`src/rtl/fw_err_sched_pkg.sv`:
```
// Shared types and default parameters for the fixed-weight error-vector scheduler.
package fw_err_sched_pkg;

   localparam int unsigned M_DEF         = 13;
   localparam int unsigned WIDTH_DEF     = 32;
   localparam int unsigned DEPTH_DEF     = 144;
   localparam int unsigned E0_WIDTH_DEF  = 32;
   localparam int unsigned E0_DEPTH_DEF  = 144;
   localparam int unsigned TAU_DEF       = 96;
   localparam int unsigned MAX_RETRY_DEF = 15;
   localparam int unsigned RETRY_W       = 4;
   localparam int unsigned LOGW_DEF      = $clog2(DEPTH_DEF);
   localparam int unsigned LOGE0W_DEF    = $clog2(E0_DEPTH_DEF);

   typedef enum logic [2:0] {
      ST_IDLE     = 3'd0,
      ST_INIT     = 3'd1,
      ST_WAIT_RDY = 3'd2,
      ST_START    = 3'd3,
      ST_GEN      = 3'd4,
      ST_VALID    = 3'd5,
      ST_FAIL     = 3'd6
   } state_e;

endpackage

```
`src/rtl/fw_err_sched_if.sv`:
```
// Control, generator-status and memory-read signals of the scheduler.
interface fw_err_sched_if
   import fw_err_sched_pkg::*;
#(
   parameter int unsigned LOGW   = LOGW_DEF,
   parameter int unsigned LOGE0W = LOGE0W_DEF
);
   logic               req_i;
   logic               release_i;
   logic               busy_o;
   logic               vec_valid_o;
   logic               fail_o;
   logic [RETRY_W-1:0] retry_cnt_o;
   logic               gen_init_mem_o;
   logic               gen_start_o;
   logic               loc_reseed_o;
   logic               gen_ready_i;
   logic               gen_done_i;
   logic               gen_collision_i;
   logic               c0_req_i;
   logic               c1_req_i;
   logic [LOGW-1:0]    c0_addr_i;
   logic [LOGW-1:0]    c1_addr_i;
   logic               c0_gnt_o;
   logic               c1_gnt_o;
   logic               c0_rvalid_o;
   logic               c1_rvalid_o;
   logic               rd_e_1_o;
   logic [LOGW-1:0]    rd_addr_e_1_o;
   logic               e0_req_i;
   logic [LOGE0W-1:0]  e0_addr_i;
   logic               rd_e_0_o;
   logic [LOGE0W-1:0]  rd_addr_e_0_o;

   modport slave (
      input  req_i, release_i, gen_ready_i, gen_done_i, gen_collision_i,
             c0_req_i, c1_req_i, c0_addr_i, c1_addr_i, e0_req_i, e0_addr_i,
      output busy_o, vec_valid_o, fail_o, retry_cnt_o, gen_init_mem_o, gen_start_o,
             loc_reseed_o, c0_gnt_o, c1_gnt_o, c0_rvalid_o, c1_rvalid_o,
             rd_e_1_o, rd_addr_e_1_o, rd_e_0_o, rd_addr_e_0_o
   );

   modport master (
      output req_i, release_i, gen_ready_i, gen_done_i, gen_collision_i,
             c0_req_i, c1_req_i, c0_addr_i, c1_addr_i, e0_req_i, e0_addr_i,
      input  busy_o, vec_valid_o, fail_o, retry_cnt_o, gen_init_mem_o, gen_start_o,
             loc_reseed_o, c0_gnt_o, c1_gnt_o, c0_rvalid_o, c1_rvalid_o,
             rd_e_1_o, rd_addr_e_1_o, rd_e_0_o, rd_addr_e_0_o
   );

endinterface

```
`src/rtl/fw_err_sched_rr_arb2.sv`:
```
// Two-client round-robin arbiter: combinational grant, registered priority pointer.
module rr_arb2
   import fw_err_sched_pkg::*;
(
   input  logic       clk,
   input  logic       rst,
   input  logic       en_i,
   input  logic [1:0] req_i,
   output logic [1:0] gnt_o
);
   logic prio_q;
   logic prio_d;

   always_comb begin
      gnt_o = 2'b00;
      if (en_i) begin
         case (req_i)
            2'b01:   gnt_o = 2'b01;
            2'b10:   gnt_o = 2'b10;
            2'b11:   gnt_o = prio_q ? 2'b10 : 2'b01;
            default: gnt_o = 2'b00;
         endcase
      end
   end

   // Priority moves to the client that was not just served.
   always_comb begin
      prio_d = prio_q;
      if (gnt_o[0]) begin
         prio_d = 1'b1;
      end else if (gnt_o[1]) begin
         prio_d = 1'b0;
      end
   end

   always_ff @(posedge clk or posedge rst) begin
      if (rst) begin
         prio_q <= 1'b0;
      end else begin
         prio_q <= prio_d;
      end
   end

endmodule

```
`src/rtl/fw_err_sched.sv`:
```
// Sequences fixed-weight error-vector generation with collision retry,
// then arbitrates consumer reads of the finished e1/e0 memories.
module fw_err_sched
   import fw_err_sched_pkg::*;
#(
   parameter int unsigned m         = M_DEF,
   parameter int unsigned WIDTH     = WIDTH_DEF,
   parameter int unsigned DEPTH     = DEPTH_DEF,
   parameter int unsigned E0_WIDTH  = E0_WIDTH_DEF,
   parameter int unsigned E0_DEPTH  = E0_DEPTH_DEF,
   parameter int unsigned TAU       = TAU_DEF,
   parameter int unsigned MAX_RETRY = MAX_RETRY_DEF,
   parameter int unsigned LOGW      = $clog2(DEPTH),
   parameter int unsigned LOGE0W    = $clog2(E0_DEPTH)
) (
   input logic           clk,
   input logic           rst,
   fw_err_sched_if.slave bus
);

   // Elaboration guard: weight must fit both memories and the location space.
   if (MAX_RETRY == 0 || MAX_RETRY >= (1 << RETRY_W) || TAU == 0 ||
       TAU > WIDTH * DEPTH || TAU > E0_WIDTH * E0_DEPTH || TAU >= (1 << m) ||
       LOGW < $clog2(DEPTH) || LOGE0W < $clog2(E0_DEPTH)) begin : g_bad_cfg
      $error("fw_err_sched: inconsistent parameter set");
   end

   state_e             state_q, state_d;
   logic [RETRY_W-1:0] retry_q, retry_d, retry_inc;
   logic               coll_q, coll_edge;
   logic               busy_q, busy_d;
   logic               valid_q, valid_d;
   logic               fail_q, fail_d;
   logic               init_q, init_d;
   logic               start_q, start_d;
   logic               c0_rvalid_q, c1_rvalid_q;
   logic [1:0]         gnt;

   assign coll_edge = bus.gen_collision_i & ~coll_q;
   assign retry_inc = (retry_q >= RETRY_W'(MAX_RETRY)) ? RETRY_W'(MAX_RETRY)
                                                       : retry_q + RETRY_W'(1);

   // Next-state and retry bookkeeping; a collision edge outranks gen_done.
   always_comb begin
      state_d = state_q;
      retry_d = retry_q;
      case (state_q)
         ST_IDLE: begin
            if (bus.req_i) begin
               state_d = ST_INIT;
               retry_d = '0;
            end
         end
         ST_INIT:     state_d = ST_WAIT_RDY;
         ST_WAIT_RDY: if (bus.gen_ready_i) state_d = ST_START;
         ST_START:    state_d = ST_GEN;
         ST_GEN: begin
            if (coll_edge) begin
               retry_d = retry_inc;
               state_d = (retry_inc < RETRY_W'(MAX_RETRY)) ? ST_WAIT_RDY : ST_FAIL;
            end else if (bus.gen_done_i) begin
               state_d = ST_VALID;
            end
         end
         ST_VALID: if (bus.release_i) state_d = ST_IDLE;
         ST_FAIL: begin
            if (bus.req_i) begin
               state_d = ST_INIT;
               retry_d = '0;
            end
         end
         default: state_d = ST_IDLE;
      endcase
   end

   // Outputs decoded from the upcoming state so they register in step with it.
   always_comb begin
      busy_d  = 1'b0;
      valid_d = 1'b0;
      fail_d  = 1'b0;
      init_d  = 1'b0;
      start_d = 1'b0;
      case (state_d)
         ST_INIT: begin
            busy_d = 1'b1;
            init_d = 1'b1;
         end
         ST_WAIT_RDY, ST_GEN: busy_d = 1'b1;
         ST_START: begin
            busy_d  = 1'b1;
            start_d = 1'b1;
         end
         ST_VALID: valid_d = 1'b1;
         ST_FAIL:  fail_d  = 1'b1;
         default:  busy_d  = 1'b0;
      endcase
   end

   always_ff @(posedge clk or posedge rst) begin
      if (rst) begin
         state_q <= ST_IDLE;
         retry_q <= '0;
         coll_q  <= 1'b0;
         busy_q  <= 1'b0;
         valid_q <= 1'b0;
         fail_q  <= 1'b0;
         init_q  <= 1'b0;
         start_q <= 1'b0;
      end else begin
         state_q <= state_d;
         retry_q <= retry_d;
         coll_q  <= bus.gen_collision_i;
         busy_q  <= busy_d;
         valid_q <= valid_d;
         fail_q  <= fail_d;
         init_q  <= init_d;
         start_q <= start_d;
      end
   end

   rr_arb2 u_arb (
      .clk   (clk),
      .rst   (rst),
      .en_i  (valid_q),
      .req_i ({bus.c1_req_i, bus.c0_req_i}),
      .gnt_o (gnt)
   );

   // Read data returns one cycle after the grant, even across a release.
   always_ff @(posedge clk or posedge rst) begin
      if (rst) begin
         c0_rvalid_q <= 1'b0;
         c1_rvalid_q <= 1'b0;
      end else begin
         c0_rvalid_q <= gnt[0];
         c1_rvalid_q <= gnt[1];
      end
   end

   assign bus.busy_o         = busy_q;
   assign bus.vec_valid_o    = valid_q;
   assign bus.fail_o         = fail_q;
   assign bus.retry_cnt_o    = retry_q;
   assign bus.gen_init_mem_o = init_q;
   assign bus.gen_start_o    = start_q;
   assign bus.loc_reseed_o   = start_q;
   assign bus.c0_gnt_o       = gnt[0];
   assign bus.c1_gnt_o       = gnt[1];
   assign bus.c0_rvalid_o    = c0_rvalid_q;
   assign bus.c1_rvalid_o    = c1_rvalid_q;
   assign bus.rd_e_1_o       = |gnt;
   assign bus.rd_addr_e_1_o  = gnt[1] ? bus.c1_addr_i : (gnt[0] ? bus.c0_addr_i : '0);
   assign bus.rd_e_0_o       = bus.e0_req_i & valid_q;
   assign bus.rd_addr_e_0_o  = valid_q ? bus.e0_addr_i : '0;

endmodule

```
`src/flat_wrapper.sv`:
```
// flat-port wrapper written by rule: the top's interface ports become plain ports
module fw_err_sched_flat import fw_err_sched_pkg::*;
#(
   parameter int unsigned m         = M_DEF,
   parameter int unsigned WIDTH     = WIDTH_DEF,
   parameter int unsigned DEPTH     = DEPTH_DEF,
   parameter int unsigned E0_WIDTH  = E0_WIDTH_DEF,
   parameter int unsigned E0_DEPTH  = E0_DEPTH_DEF,
   parameter int unsigned TAU       = TAU_DEF,
   parameter int unsigned MAX_RETRY = MAX_RETRY_DEF,
   parameter int unsigned LOGW      = $clog2(DEPTH),
   parameter int unsigned LOGE0W    = $clog2(E0_DEPTH)
)
  (clk, rst, bus_req_i, bus_release_i, bus_gen_ready_i, bus_gen_done_i, bus_gen_collision_i, bus_c0_req_i, bus_c1_req_i, bus_c0_addr_i, bus_c1_addr_i, bus_e0_req_i, bus_e0_addr_i, bus_busy_o, bus_vec_valid_o, bus_fail_o, bus_retry_cnt_o, bus_gen_init_mem_o, bus_gen_start_o, bus_loc_reseed_o, bus_c0_gnt_o, bus_c1_gnt_o, bus_c0_rvalid_o, bus_c1_rvalid_o, bus_rd_e_1_o, bus_rd_addr_e_1_o, bus_rd_e_0_o, bus_rd_addr_e_0_o);
  fw_err_sched_if #(.LOGW(LOGW), .LOGE0W(LOGE0W)) bus_i ();
  input logic clk;
  input logic rst;
  input wire logic [$bits(bus_i.req_i)-1:0] bus_req_i;
  input wire logic [$bits(bus_i.release_i)-1:0] bus_release_i;
  input wire logic [$bits(bus_i.gen_ready_i)-1:0] bus_gen_ready_i;
  input wire logic [$bits(bus_i.gen_done_i)-1:0] bus_gen_done_i;
  input wire logic [$bits(bus_i.gen_collision_i)-1:0] bus_gen_collision_i;
  input wire logic [$bits(bus_i.c0_req_i)-1:0] bus_c0_req_i;
  input wire logic [$bits(bus_i.c1_req_i)-1:0] bus_c1_req_i;
  input wire logic [$bits(bus_i.c0_addr_i)-1:0] bus_c0_addr_i;
  input wire logic [$bits(bus_i.c1_addr_i)-1:0] bus_c1_addr_i;
  input wire logic [$bits(bus_i.e0_req_i)-1:0] bus_e0_req_i;
  input wire logic [$bits(bus_i.e0_addr_i)-1:0] bus_e0_addr_i;
  output wire logic [$bits(bus_i.busy_o)-1:0] bus_busy_o;
  output wire logic [$bits(bus_i.vec_valid_o)-1:0] bus_vec_valid_o;
  output wire logic [$bits(bus_i.fail_o)-1:0] bus_fail_o;
  output wire logic [$bits(bus_i.retry_cnt_o)-1:0] bus_retry_cnt_o;
  output wire logic [$bits(bus_i.gen_init_mem_o)-1:0] bus_gen_init_mem_o;
  output wire logic [$bits(bus_i.gen_start_o)-1:0] bus_gen_start_o;
  output wire logic [$bits(bus_i.loc_reseed_o)-1:0] bus_loc_reseed_o;
  output wire logic [$bits(bus_i.c0_gnt_o)-1:0] bus_c0_gnt_o;
  output wire logic [$bits(bus_i.c1_gnt_o)-1:0] bus_c1_gnt_o;
  output wire logic [$bits(bus_i.c0_rvalid_o)-1:0] bus_c0_rvalid_o;
  output wire logic [$bits(bus_i.c1_rvalid_o)-1:0] bus_c1_rvalid_o;
  output wire logic [$bits(bus_i.rd_e_1_o)-1:0] bus_rd_e_1_o;
  output wire logic [$bits(bus_i.rd_addr_e_1_o)-1:0] bus_rd_addr_e_1_o;
  output wire logic [$bits(bus_i.rd_e_0_o)-1:0] bus_rd_e_0_o;
  output wire logic [$bits(bus_i.rd_addr_e_0_o)-1:0] bus_rd_addr_e_0_o;
  assign bus_i.req_i = bus_req_i;
  assign bus_i.release_i = bus_release_i;
  assign bus_i.gen_ready_i = bus_gen_ready_i;
  assign bus_i.gen_done_i = bus_gen_done_i;
  assign bus_i.gen_collision_i = bus_gen_collision_i;
  assign bus_i.c0_req_i = bus_c0_req_i;
  assign bus_i.c1_req_i = bus_c1_req_i;
  assign bus_i.c0_addr_i = bus_c0_addr_i;
  assign bus_i.c1_addr_i = bus_c1_addr_i;
  assign bus_i.e0_req_i = bus_e0_req_i;
  assign bus_i.e0_addr_i = bus_e0_addr_i;
  assign bus_busy_o = bus_i.busy_o;
  assign bus_vec_valid_o = bus_i.vec_valid_o;
  assign bus_fail_o = bus_i.fail_o;
  assign bus_retry_cnt_o = bus_i.retry_cnt_o;
  assign bus_gen_init_mem_o = bus_i.gen_init_mem_o;
  assign bus_gen_start_o = bus_i.gen_start_o;
  assign bus_loc_reseed_o = bus_i.loc_reseed_o;
  assign bus_c0_gnt_o = bus_i.c0_gnt_o;
  assign bus_c1_gnt_o = bus_i.c1_gnt_o;
  assign bus_c0_rvalid_o = bus_i.c0_rvalid_o;
  assign bus_c1_rvalid_o = bus_i.c1_rvalid_o;
  assign bus_rd_e_1_o = bus_i.rd_e_1_o;
  assign bus_rd_addr_e_1_o = bus_i.rd_addr_e_1_o;
  assign bus_rd_e_0_o = bus_i.rd_e_0_o;
  assign bus_rd_addr_e_0_o = bus_i.rd_addr_e_0_o;
  fw_err_sched #(.m(m), .WIDTH(WIDTH), .DEPTH(DEPTH), .E0_WIDTH(E0_WIDTH), .E0_DEPTH(E0_DEPTH), .TAU(TAU), .MAX_RETRY(MAX_RETRY), .LOGW(LOGW), .LOGE0W(LOGE0W)) u_core (.clk(clk), .rst(rst), .bus(bus_i));
endmodule
```
`config.mk`:
```
export PLATFORM = sky130hd
export DESIGN_NAME = fw_err_sched_flat
export DESIGN_NICKNAME = d
export VERILOG_FILES = /design/src/rtl/fw_err_sched_pkg.sv /design/src/rtl/fw_err_sched_if.sv /design/src/rtl/fw_err_sched_rr_arb2.sv /design/src/rtl/fw_err_sched.sv /design/src/flat_wrapper.sv
export SDC_FILE = /design/constraint.sdc
export NUM_CORES = 1
export LEC_CHECK = 0
export ABC_AREA = 1
export CAP_MARGIN = 0
export CELL_PAD_IN_SITES_DETAIL_PLACEMENT = 1
export CELL_PAD_IN_SITES_GLOBAL_PLACEMENT = 2
export CORE_MARGIN = 5
export CORE_UTILIZATION = 32
export CTS_CLUSTER_DIAMETER = 80
export DETAILED_ROUTE_END_ITERATION = 16
export DONT_BUFFER_PORTS = 1
export GPL_TIMING_DRIVEN = 0
export PLACE_DENSITY = 0.9
export REMOVE_ABC_BUFFERS = 1
export SLEW_MARGIN = 20
export SYNTH_ARGS = -nofsm -noshare
export SYNTH_HDL_FRONTEND = slang
export SYNTH_SLANG_ARGS = --single-unit
```
`constraint.sdc`:
```
create_clock -name clk -period 2.7 [get_ports clk]
set_clock_uncertainty 0.1 [all_clocks]
set_input_delay 0.405 -clock clk [delete_from_list [all_inputs] [get_ports clk]]
set_output_delay 0.405 -clock clk [all_outputs]
set_load 0.01 [all_outputs]
```
Yosys cells after proc, flatten, opt, wreduce, memory -nomap -nowiden. Cells that the tools add are included.

Register bits: 16. Bits of input ports: 34. Output and inout port bits: 32. Word-level logic and storage cells: 65.

$add $sub $neg: 1. $lt $le $gt $ge: 2. Equal/unequal tests: 17. Mux-type cells: 24. Bitwise logic cells: 3. Reductions and logical operators: 7.

Operators by type and width (number): two-way mux 8 bit (3); equality test 3 bit (second input constant) (6); two-way mux 3 bit (6); case mux 3 bit (6 select lines) (1); equality test 3 x 2 -> 1 bit (second input constant) (4); two-way mux 4 bit (3); case mux 4 bit (2 select lines) (1); two-way mux 1 bit (7); equality test 3 x 1 -> 1 bit (second input constant) (2); case mux 2 bit (3 select lines) (1); adder 4 x 1 -> 4 bit (second input constant) (1); equality test 2 bit (second input constant) (2); greater-or-equal comparator 4 bit (second input constant) (1); less-than comparator 4 bit (second input constant) (1); two-way mux 2 bit (2); != test 2 x 1 -> 1 bit (second input constant) (2); nonzero test 2 bit (2); OR reduction 2 bit (2); OR reduction 4 bit (1); logical NOT 3 bit (1); AND reduction 3 bit (1); bitwise AND 1 bit (2); equality test 2 x 1 -> 1 bit (second input constant) (1); NOT 1 bit (1).

Depth between registers and ports, before layout. Gate-level depths: netlist of run 1.

Depth after elaboration: 9. Gate-level depth with buffers: 12. Mapped depth without buffers: 12.

By module. Synthesis of run 1 repeated with hierarchy kept, for this count alone.

Cell total of the unflattened synthesis: 159. Area total of the unflattened synthesis: 1033.5 um^2.

Modules (own cells, without submodules): fw_err_sched (times used 1, cells an instance 146, area an instance 958.4 um^2); rr_arb2 (times used 1, cells an instance 13, area an instance 75.1 um^2).

Worst setup path after synthesis of run 1. OpenSTA, ideal clock, no wires.

Path kind: register -> output. From: register u_core.valid_q, in the netlist u_core.bus.vec_valid_o. To: output bus_rd_e_1_o. Arrival time: 1271 ps. Required time: 2195 ps. Path slack: 924 ps. Stages on the path, launching flop included: 5. Buffers on the path: 1. Cells stage by stage: dfrtp_1 buf_2 nand3_1 clkinv_1 or2_2.

Longest elaborated chain between the ends: 2.

RTL lines: from (decl) (RTL line fw_err_sched.sv:32) `logic valid_q, valid_d;`; from (signal assigned) (RTL line fw_err_sched.sv:114) `valid_q <= valid_d;`; two-way mux 2 bit (RTL line fw_err_sched_rr_arb2.sv:16) `if (en_i) begin`; net bus_c0_gnt_o (RTL line flat_wrapper.sv:36) `output wire logic [$bits(bus_i.c0_gnt_o)-1:0] bus_c0_gnt_o;`; OR reduction 2 bit (RTL line fw_err_sched.sv:151) `assign bus.rd_e_1_o = |gnt;`; to (decl) (RTL line flat_wrapper.sv:40) `output wire logic [$bits(bus_i.rd_e_1_o)-1:0] bus_rd_e_1_o;`.

The timed path passes the listed nets, and every way through them passes these cells.

Worst setup path in the final report of run 1.
From: register u_core.valid_q, in the netlist u_core.bus.vec_valid_o. To: output bus_rd_addr_e_1_o[3].

RTL lines: two-way mux 2 bit (RTL line fw_err_sched_rr_arb2.sv:16); net bus_c1_gnt_o (RTL line flat_wrapper.sv:37) `output wire logic [$bits(bus_i.c1_gnt_o)-1:0] bus_c1_gnt_o;`; two-way mux 8 bit (RTL line fw_err_sched.sv:152) `assign bus.rd_addr_e_1_o = gnt[1] ? bus.c1_addr_i : (gnt[0] ? bus.c0_addr_i : '0);`; to (decl) (RTL line flat_wrapper.sv:41) `output wire logic [$bits(bus_i.rd_addr_e_1_o)-1:0] bus_rd_addr_e_1_o;`.

The timed path passes the listed nets, and every way through them passes these cells.

==> flow_summary.yaml, run 1 <==
synth:
  synth_flop_cell: "dfrtp_1"
  yosysMostFrequentCell: "nand2_1"
  synth_area_leader_cell: "dfrtp_1"
  synth_area_um2: 970.9
  synth_seq_cells: 16
  syn_avg_cell_area_um2: 7.246
  synth_area_leaders: "dfrtp_1 41%, nand2_1 12%, inv_1 10%"
  synthDistinctLibCells: 21
  synth-seq-area-share_pct: 41.24
  synth_top_area_share_pct: 41.24
  syn_inst: 134
  yosysWarnings: 0
  async_flop_share_pct: 100.0
  synth_edf_count: 0
  synth_commonest_cells: "30 x nand2_1, 26 x inv_1, 16 x dfrtp_1, 14 x nand3_1, 12 x nor2_1"
setup_path:
  crit_path_start_kind: "flip-flop"
  worstSetupPathType: "reg2out"
  cp_max_fo: 12
  cp-end-kind: "output pin"
  ff2ff_path_depth: 10
  crit_start: "u_core.bus.vec_valid_o"
  r2r_start: "u_core.bus.retry_cnt_o[0]"
  cp_data_required_time_ns: 2.19
  r2r_setup_slack_ns: 1.06
  crit_arrival_ns: 1.77
  timing.rr.end: "u_core.bus.busy_o"
floorplan:
  core_um2: 2978
  io_pins: 66
  fp.dieW_um: 65.09
  die-area_um2: 4236
  die_h_um: 65.09
  fp-row-count: 20
  initial_core_util_pct: 32.61
grt:
  grt_use_total_pct: 12.68
  gr-total-overflow: 0
  grt_pass1_vias: 906
  grt_max_degree: 17
  grt_pass1_wl_mm: 4.229
  antenna_found_initial: 0
drt:
  drt-initial-drc-count: 26
  vias_per_cell: 5.266
  firstDrtPassIters: 4
  drt_wl_total_mm: 2.621
  ant_nets: 0
  post-route-drc-count: 0
  wl_per_cell_um: 15.51
  vias: 890
worst_hold_path:
  worst_hold_path.endpoint: "u_core.coll_q"
  hp-start: "bus_gen_collision_i"
  holdPathStages: 0
  hold_path_class: "in2reg"
finish:
  fillers: 388
  drive_gt1_share_pct: 11.76
  final_nets: 172
  antenna_cells: 0
  syn_to_final_growth_pct: 7.732
sta:
  timing.final.crit_share_pct: 84.10
  setup_tns_ns: 0
  grt_setup_unrepaired: "no"
  worst_hold_slack_ns: 0.04433
  period_minus_slack_ns: 2.271
  fmax_ghz: 0.4404
  drv_slew: 0
  timing.slew.headroom_pct: 60.55
  max_slew.worst_pin.slew_ns: 0.5912
  finalSetupViolations: 0
  hold_viol_final: 0
placed_design:
  port_buffers: 0
  place_congestion: 0.8068
  hpwl_mm: 2.156
power:
  power_density_nw_per_um2: 1021
  ir_drop_mv: 0.3105
  power.leakage_nw: 0.5925
clock_network:
  clkTransAtPathRegs_ns: 0.09
  htree_levels: 1
  cts_sinks: 16
  post_cts_buffers: 0
  numCtsBuffers: 3
  clockBufferDepth: 2
  tritoncts: "yes"
  clk_latency_ns: 0.28
  cts-root-buf: "clkbuf_4"
run_status:
  status: "complete, no violations"
run:
  cap_violations: 0
worst max-delay path, stage by stage, from the launching register on:
cell	delay, ns
dfrtp_1	0.61
nand2_1	0.12
a21oi_2	0.44
a22o_1	0.31
stage by stage:
stage | setup WS (ns) | power (mW) | instances | cell area (µm²) | utilization, %
4_1_cts | 0.1064 | 1.073 | 169 | 1042 | 35.00
3_3_place_gp | 0.5280 | 0.8969 | 164 | 996.0 | 33.45
3_5_place_dp | 0.4190 | 0.9144 | 164 | 996.0 | 33.45
6_report | 0.4293 | 1.068 | 169 | 1046 | 35.13
2_1_floorplan | 0.7301 | 0.8032 | 131 | 954.7 | -
5_1_grt | 0.2715 | 1.179 | 169 | 1046 | 35.13
layout make-up:
cell class                 instances  area, µm²  share of cell area (%)
multi-input combinational         86      449.2                   42.94
tap                               33      41.29                   3.947
clock buffer                       4      36.28                   3.469
inverter                          29      108.9                   10.41
sequential                        16      400.4                   38.28
timing repair buffer               1      10.01                  0.9569
registers in the layout, summed over array words and instances (netlist names):
register	cells
u_core.bus.busy_o	1
u_core.bus.c0_rvalid_o	1
u_core.bus.c1_rvalid_o	1
u_core.bus.fail_o	1
u_core.bus.gen_init_mem_o	1
u_core.bus.gen_start_o	1
u_core.bus.retry_cnt_o	4
u_core.bus.vec_valid_o	1
u_core.coll_q	1
u_core.state_q	3
u_core.u_arb.prio_q	1
placed cells by master, fill, tap and decap left out, types with 2 or more instances in the layout:
master / synthesis / routed
clkbuf_4: 0 / 3
nand3_1: 14 / 14
nand2_1: 30 / 30
nand2_2: 5 / 5
nor2_1: 12 / 12
inv_2: 2 / 2
inv_1: 26 / 26
a22o_1: 8 / 8
nand4_1: 3 / 3
dfrtp_1: 16 / 16
o21ai_1: 2 / 2
o21ai_0: 5 / 5
what timing repair did:
action                                 CTS  global route
endpoints found under the hold margin   16             0
hold buffers                             1             0
setup endpoints to repair                0             8
gates resized for setup                  0             1
power by group:
| group | switching [mW] | internal [mW] |
|---|---|---|
| Sequential | 0.123 | 0.316 |
| Combinational | 0.324 | 0.150 |
| Clock | 0.0731 | 0.0819 |
kinds of logic (layout without fill, tap and decap cells):
| logic type | count (synthesis) | count (layout) | share of synthesized area [%] |
|---|---|---|---|
| buffers and inverters | 32 | 34 | 12.89 |
| AND/OR/NAND/NOR | 67 | 67 | 31.44 |
| AO/OA/AOI/OAI | 18 | 18 | 13.14 |
| flip-flops | 16 | 16 | 41.24 |
| adder cells (fa/ha/maj) | 1 | 1 | 1.288 |
how the worst max path moves through the flow:
stage / end / slack [ns]
final: bus_rd_addr_e_1_o[3] / 0.43
after detailed placement: bus_rd_addr_e_1_o[3] / 0.42
after global placement: bus_rd_addr_e_1_o[3] / 0.53
after floorplan: bus_rd_addr_e_1_o[0] / 0.73
after CTS: bus_rd_addr_e_1_o[3] / 0.11
after global routing: bus_rd_addr_e_1_o[3] / 0.27
routing by layer:
metal | global-route usage [%] | vias to the layer above | part of all wire, %
li1 | - | 424 | -
met1 | 17.01 | 428 | 45
met2 | 19.41 | 34 | 46
met3 | 3.466 | 4 | 7.4
met4 | 4.663 | 0 | 0.80
met5 | 0 | - | 0
Power figures use the tool's default switching activity.
==> run 2, diff against run 1 <==
Settings changed: CORE_UTILIZATION 32 to 27, PLACE_DENSITY 0.9 to 0.82.
Clock period 2.7 ns to 1.9 ns, I/O delays scaled along.
==> run 2 against run 1 <==
Compared with the run above: count of clock-buffer cells in the layout stayed put; core utilization is 2.6 points lower; flip-flop and latch count stayed put; combinational power is 51% higher; first-iteration DRC count is 15% higher; worst hold slack worse by 0.0076 ns.
==> flow_summary.yaml, run 2 (same netlist as run 1, synthesis figures left out) <==
setup_path:
  r2r_start: "u_core.bus.retry_cnt_o[1]"
  crit_path_start_kind: "flip-flop"
  cp_data_required_time_ns: 1.51
  cp-end-kind: "output pin"
  worstSetupPathType: "reg2out"
  crit_arrival_ns: 1.41
  ff2ff_path_depth: 11
  cp_max_fo: 8
  crit_start: "u_core.bus.vec_valid_o"
floorplan:
  fp.dieW_um: 69.97
  io_pins: 66
  fp-row-count: 21
  core_um2: 3416
  die-area_um2: 4895
  die_h_um: 69.97
  initial_core_util_pct: 28.42
sta:
  setup_tns_ns: 0
  hold_viol_final: 0
  grt_setup_unrepaired: "no"
  fmax_ghz: 0.5577
  finalSetupViolations: 0
  timing.final.crit_share_pct: 94.37
  timing.slew.headroom_pct: 58.73
  fin_ws_ns: 0.1070
  period_minus_slack_ns: 1.793
  drv_slew: 0
  max_slew.worst_pin.slew_ns: 0.6184
power:
  p_clk_share_pct: 14.5
  power.leakage_nw: 0.6103
  power_frac_seq_pct: 39.3
  sw_frac_of_total_pct: 48.58
  power.switching_uw: 754.8
  power_density_nw_per_um2: 1399
  p_comb_share_pct: 46.1
  ir_drop_mv: 0.3214
  p_int_uw: 799.1
finish:
  layout_common_cells: "29 x nand2_1, 26 x inv_1, 14 x nand3_1, 14 x dfrtp_1, 12 x nor2_1"
  final_nets: 176
  drive_gt1_share_pct: 15.71
  final_area_um2: 1111
  antenna_cells: 0
  utilization_pct: 32.53
  layout_commonest_cell: "nand2_1"
  largest_reg_flops: 4
  syn_to_final_growth_pct: 14.43
clock_network:
  cts-root-buf: "clkbuf_4"
  clk_latency_ns: 0.28
  htree_levels: 1
  clkTransAtPathRegs_ns: 0.09
  clockBufferDepth: 2
  numCtsBuffers: 3
  tritoncts: "yes"
  cts_sinks: 16
worst_hold_path:
  hold_path_class: "in2reg"
  holdPathStages: 2
  hp-start: "bus_gen_ready_i"
grt:
  grt_max_degree: 17
  met2_usage_pct: 19.73
  grt_pass1_wl_mm: 4.712
  grt_busiest_layer: "met2"
  use_met3_pct: 5.165
  antenna_found_initial: 0
  grt_pass1_vias: 942
  grt_use_total_pct: 11.74
  gr-total-overflow: 0
  grtUsageMet1_pct: 13.70
drt:
  post-route-drc-count: 0
  wl_per_cell_um: 15.01
  ant_nets: 0
  vias: 892
  drt-initial-drc-count: 30
  drt_wl_total_mm: 2.791
  firstDrtPassIters: 4
  vias_per_cell: 4.796
placed_design:
  place_congestion: 0.7598
  hpwl_mm: 2.220
  postPlaceCellArea_um2: 1012
  place_ws_ns: -0.2588
  port_buffers: 0
run_status:
  status: "complete, no violations"
run:
  cap_violations: 0
[run 2: cell count changes in the layout (fill, tap and decap cells not counted)]
| cell | previous run | this run |
|---|---|---|
| nand2_2 | 5 | 6 |
| nand2_1 | 30 | 29 |
| dfrtp_1 | 16 | 14 |
| clkinv_1 | 1 | 0 |
| dfrtp_2 | 0 | 2 |
| dlygate4sd3_1 | 1 | 3 |
| a21oi_4 | 0 | 1 |
| clkbuf_2 | 0 | 1 |
| inv_4 | 0 | 1 |
[run 2: critical path: stages, from the launching register on]
cell and delay, ns:
dfrtp_2 0.48, nand2_2 0.11, a21oi_4 0.26, a22o_1 0.27
[run 2: metal layers]
layer / vias to the layer above / wire length (µm)
li1: 439 / -
met2: 25 / 1513
met3: 2 / 181
met5: - / 0
met1: 426 / 1084
met4: 0 / 12
[run 2: path summary, 6_finish.rpt]
kind / to / slack (ns)
max: bus_rd_addr_e_1_o[5] / 0.11
min: u_core.bus.gen_start_o / 0.04
max reg2reg: u_core.bus.busy_o / 0.20
min reg2reg: u_core.u_arb.prio_q / 0.55
max in group asynchronous: u_core.bus.retry_cnt_o[0] / 0.86
min in group asynchronous: u_core.bus.retry_cnt_o[3] / 0.41
[run 2: final cells by class]
cell class	instances	area (µm²)
clock buffer	4	36.28
fill	433	2305
inverter	29	111.4
multi-input combinational	87	467.9
sequential	16	402.9
tap	46	57.56
timing repair buffer	4	35.03
[run 2: repair_timing]
item / CTS / global route
cloned: 1 / 0
setup buffers: 0 / 1
hold buffers: 3 / 0
endpoints found under the hold margin: 18 / 0
endpoints found under the setup margin: 10 / 10
gates resized for setup: 4 / 3
pin swaps: 0 / 1
[run 2: through the flow]
| stage | instances | hold slack (ns) | power (mW) |
|---|---|---|---|
| 2_1_floorplan | 131 | 0.09874 | 1.141 |
| 3_3_place_gp | 177 | 0.1785 | 1.276 |
| 3_5_place_dp | 177 | 0.1938 | 1.304 |
| 4_1_cts | 185 | 0.02611 | 1.568 |
| 5_1_grt | 186 | 0.03057 | 1.719 |
| 6_report | 186 | 0.03676 | 1.554 |
[run 2: power groups by stage]
stage               Combinational [mW]  Sequential [mW]  Clock [mW]
finish                           0.717            0.611       0.226
detailed placement               0.678            0.626           0
CTS                              0.710            0.621       0.237
global route                     0.823            0.637       0.259
floorplan                        0.554            0.587           0
global placement                 0.655            0.620           0
==> run 3, diff against run 2 <==
Settings changed: CTS_CLUSTER_DIAMETER 80 to 200, GPL_TIMING_DRIVEN 0 to not set.
==> run 3 against run 2 <==
Compared with the run above: sequential power is 4.1% lower; cell area fell by 2.9%; maximum frequency rose by 4.7%; worst setup slack better by 0.080 ns; final cell count down 0.54%; total power fell by 4.4%; via count shrank 2.8%; critical path depth is the same; largest cell class unchanged.
==> flow_summary.yaml, run 3 (same netlist as run 1, synthesis figures left out) <==
finish:
  layout_common_cells: "30 x nand2_1, 26 x inv_1, 16 x dfrtp_1"
  layout_commonest_cell: "nand2_1"
  final_nets: 176
  antenna_cells: 0
  drive_gt1_share_pct: 12.95
  largest_reg_flops: 4
  fillers: 447
  utilization_pct: 31.58
  syn_to_final_growth_pct: 11.08
sta:
  timing.slew.headroom_pct: 59.64
  period_minus_slack_ns: 1.713
  timing.final.crit_share_pct: 90.14
  grt_setup_unrepaired: "no"
  finalSetupViolations: 0
  drv_slew: 0
  hold_viol_final: 0
  max_slew.worst_pin.slew_ns: 0.6048
  setup_tns_ns: 0
  fmax_ghz: 0.5839
placed_design:
  hpwl_mm: 2.313
  port_buffers: 0
  place_congestion: 0.8431
setup_path:
  ff2ff_path_depth: 11
  path_buf_inv: 1
  cp_max_fo: 11
  timing.rr.end: "u_core.bus.busy_o"
  cp-end-kind: "output pin"
  cp_data_required_time_ns: 1.51
  critical-path-top-delay-family: "simple AND/OR/NAND/NOR gates"
  crit_path_start_kind: "flip-flop"
  worstSetupPathType: "reg2out"
  slowest_delay_ns: 0.41
  r2r_setup_slack_ns: 0.24
  cp_slowest_cell: "dfrtp_1"
  crit_arrival_ns: 1.33
  r2r_start: "u_core.bus.retry_cnt_o[0]"
  path_cells: "nand3_1 > clkinv_2 > or2_2"
drt:
  wl_per_cell_um: 14.77
  drt_wl_total_mm: 2.732
  firstDrtPassIters: 4
  ant_nets: 0
  vias_per_cell: 4.686
  vias: 867
  post-route-drc-count: 0
  drt-initial-drc-count: 7
worst_hold_path:
  worst_hold_path.endpoint: "u_core.bus.gen_start_o"
  hp-start: "bus_gen_ready_i"
  hold_path_class: "in2reg"
  holdPathStages: 2
clock_network:
  clk_latency_ns: 0.28
  cts-root-buf: "clkbuf_4"
  clockBufferDepth: 2
  clkTransAtPathRegs_ns: 0.08
  post_cts_buffers: 0
  htree_levels: 1
  numCtsBuffers: 3
  tritoncts: "yes"
  cts_sinks: 16
grt:
  gr-total-overflow: 0
  grt_use_total_pct: 11.19
  antenna_found_initial: 0
  grt_max_degree: 17
  grt_pass1_vias: 983
  grt_pass1_wl_mm: 4.643
power:
  power_density_nw_per_um2: 1377
  power.leakage_nw: 0.6102
  ir_drop_mv: 0.3999
floorplan:
  io_pins: 66
  die_h_um: 69.97
  initial_core_util_pct: 28.42
  core_um2: 3416
  die-area_um2: 4895
  fp.dieW_um: 69.97
  fp-row-count: 21
run_status:
  status: "complete, no violations"
run:
  cap_violations: 0
[run 3: how the worst max path moves through the flow]
stage                                          from                   endpoint  slack, ns  cells after the start
after floorplan              u_core.bus.vec_valid_o       bus_rd_addr_e_1_o[0]       0.05                      3
after CTS                    u_core.bus.vec_valid_o               bus_rd_e_1_o       0.17                      3
after detailed placement  u_core.bus.retry_cnt_o[0]          u_core.bus.busy_o       0.26                     10
final                        u_core.bus.vec_valid_o               bus_rd_e_1_o       0.19                      3
after global routing      u_core.bus.retry_cnt_o[0]          u_core.bus.busy_o       0.02                     11
after global placement            u_core.state_q[0]  u_core.bus.retry_cnt_o[2]       0.32                      6
[run 3: layer usage]
| metal | GRT usage (%) | vias up | wire length, µm |
|---|---|---|---|
| li1 | - | 432 | - |
| met1 | 12.01 | 414 | 1067 |
| met2 | 21.20 | 21 | 1511 |
| met3 | 4.304 | 0 | 154 |
| met4 | 1.277 | 0 | 0 |
| met5 | 0 | - | 0 |
[run 3: area by class of cell]
type	count	area, µm²	area share (%)
Timing Repair Buffer	5	42.54	3.944
Inverter	29	110.1	10.21
Multi-Input combinational cell	86	445.4	41.30
Tap cell	46	57.56	5.336
Clock buffer	3	22.52	2.088
Sequential cell	16	400.4	37.12
[run 3: where the power goes]
group	switching, mW	internal, mW
logic	0.495	0.237
registers	0.137	0.449
clock network	0.0927	0.0734
total	0.725	0.760
[run 3: what timing repair did]
| action | CTS | global route |
|---|---|---|
| setup endpoints to repair | 1 | 0 |
| hold buffers | 2 | 0 |
| gates resized for setup | 1 | 0 |
| endpoints found under the hold margin | 17 | 0 |
[run 3: worst reg2reg max path, cell delays in order (launching register included)]
cell and delay (ns):
dfrtp_1 0.49, ha_1 0.24, nand3_1 0.13, nand2_1 0.13, nand2_2 0.05, nor2_1 0.10
nand2_1 0.07, nand2_2 0.08, nand2_2 0.06, nand2_1 0.06, nand2_1 0.05, inv_1 0.05
[run 3: through the flow]
stage	hold slack [ns]	cell area, µm²	cells	total power, mW	setup WS [ns]
after floorplan	0.09874	954.7	131	1.141	0.05013
after global placement	0.1907	1035	180	1.309	0.3197
after detailed placement	0.1878	1035	180	1.337	0.2587
after CTS	0.04249	1079	185	1.519	0.1660
after global routing	0.04574	1079	185	1.639	0.01938
final	0.05147	1079	185	1.485	0.1874
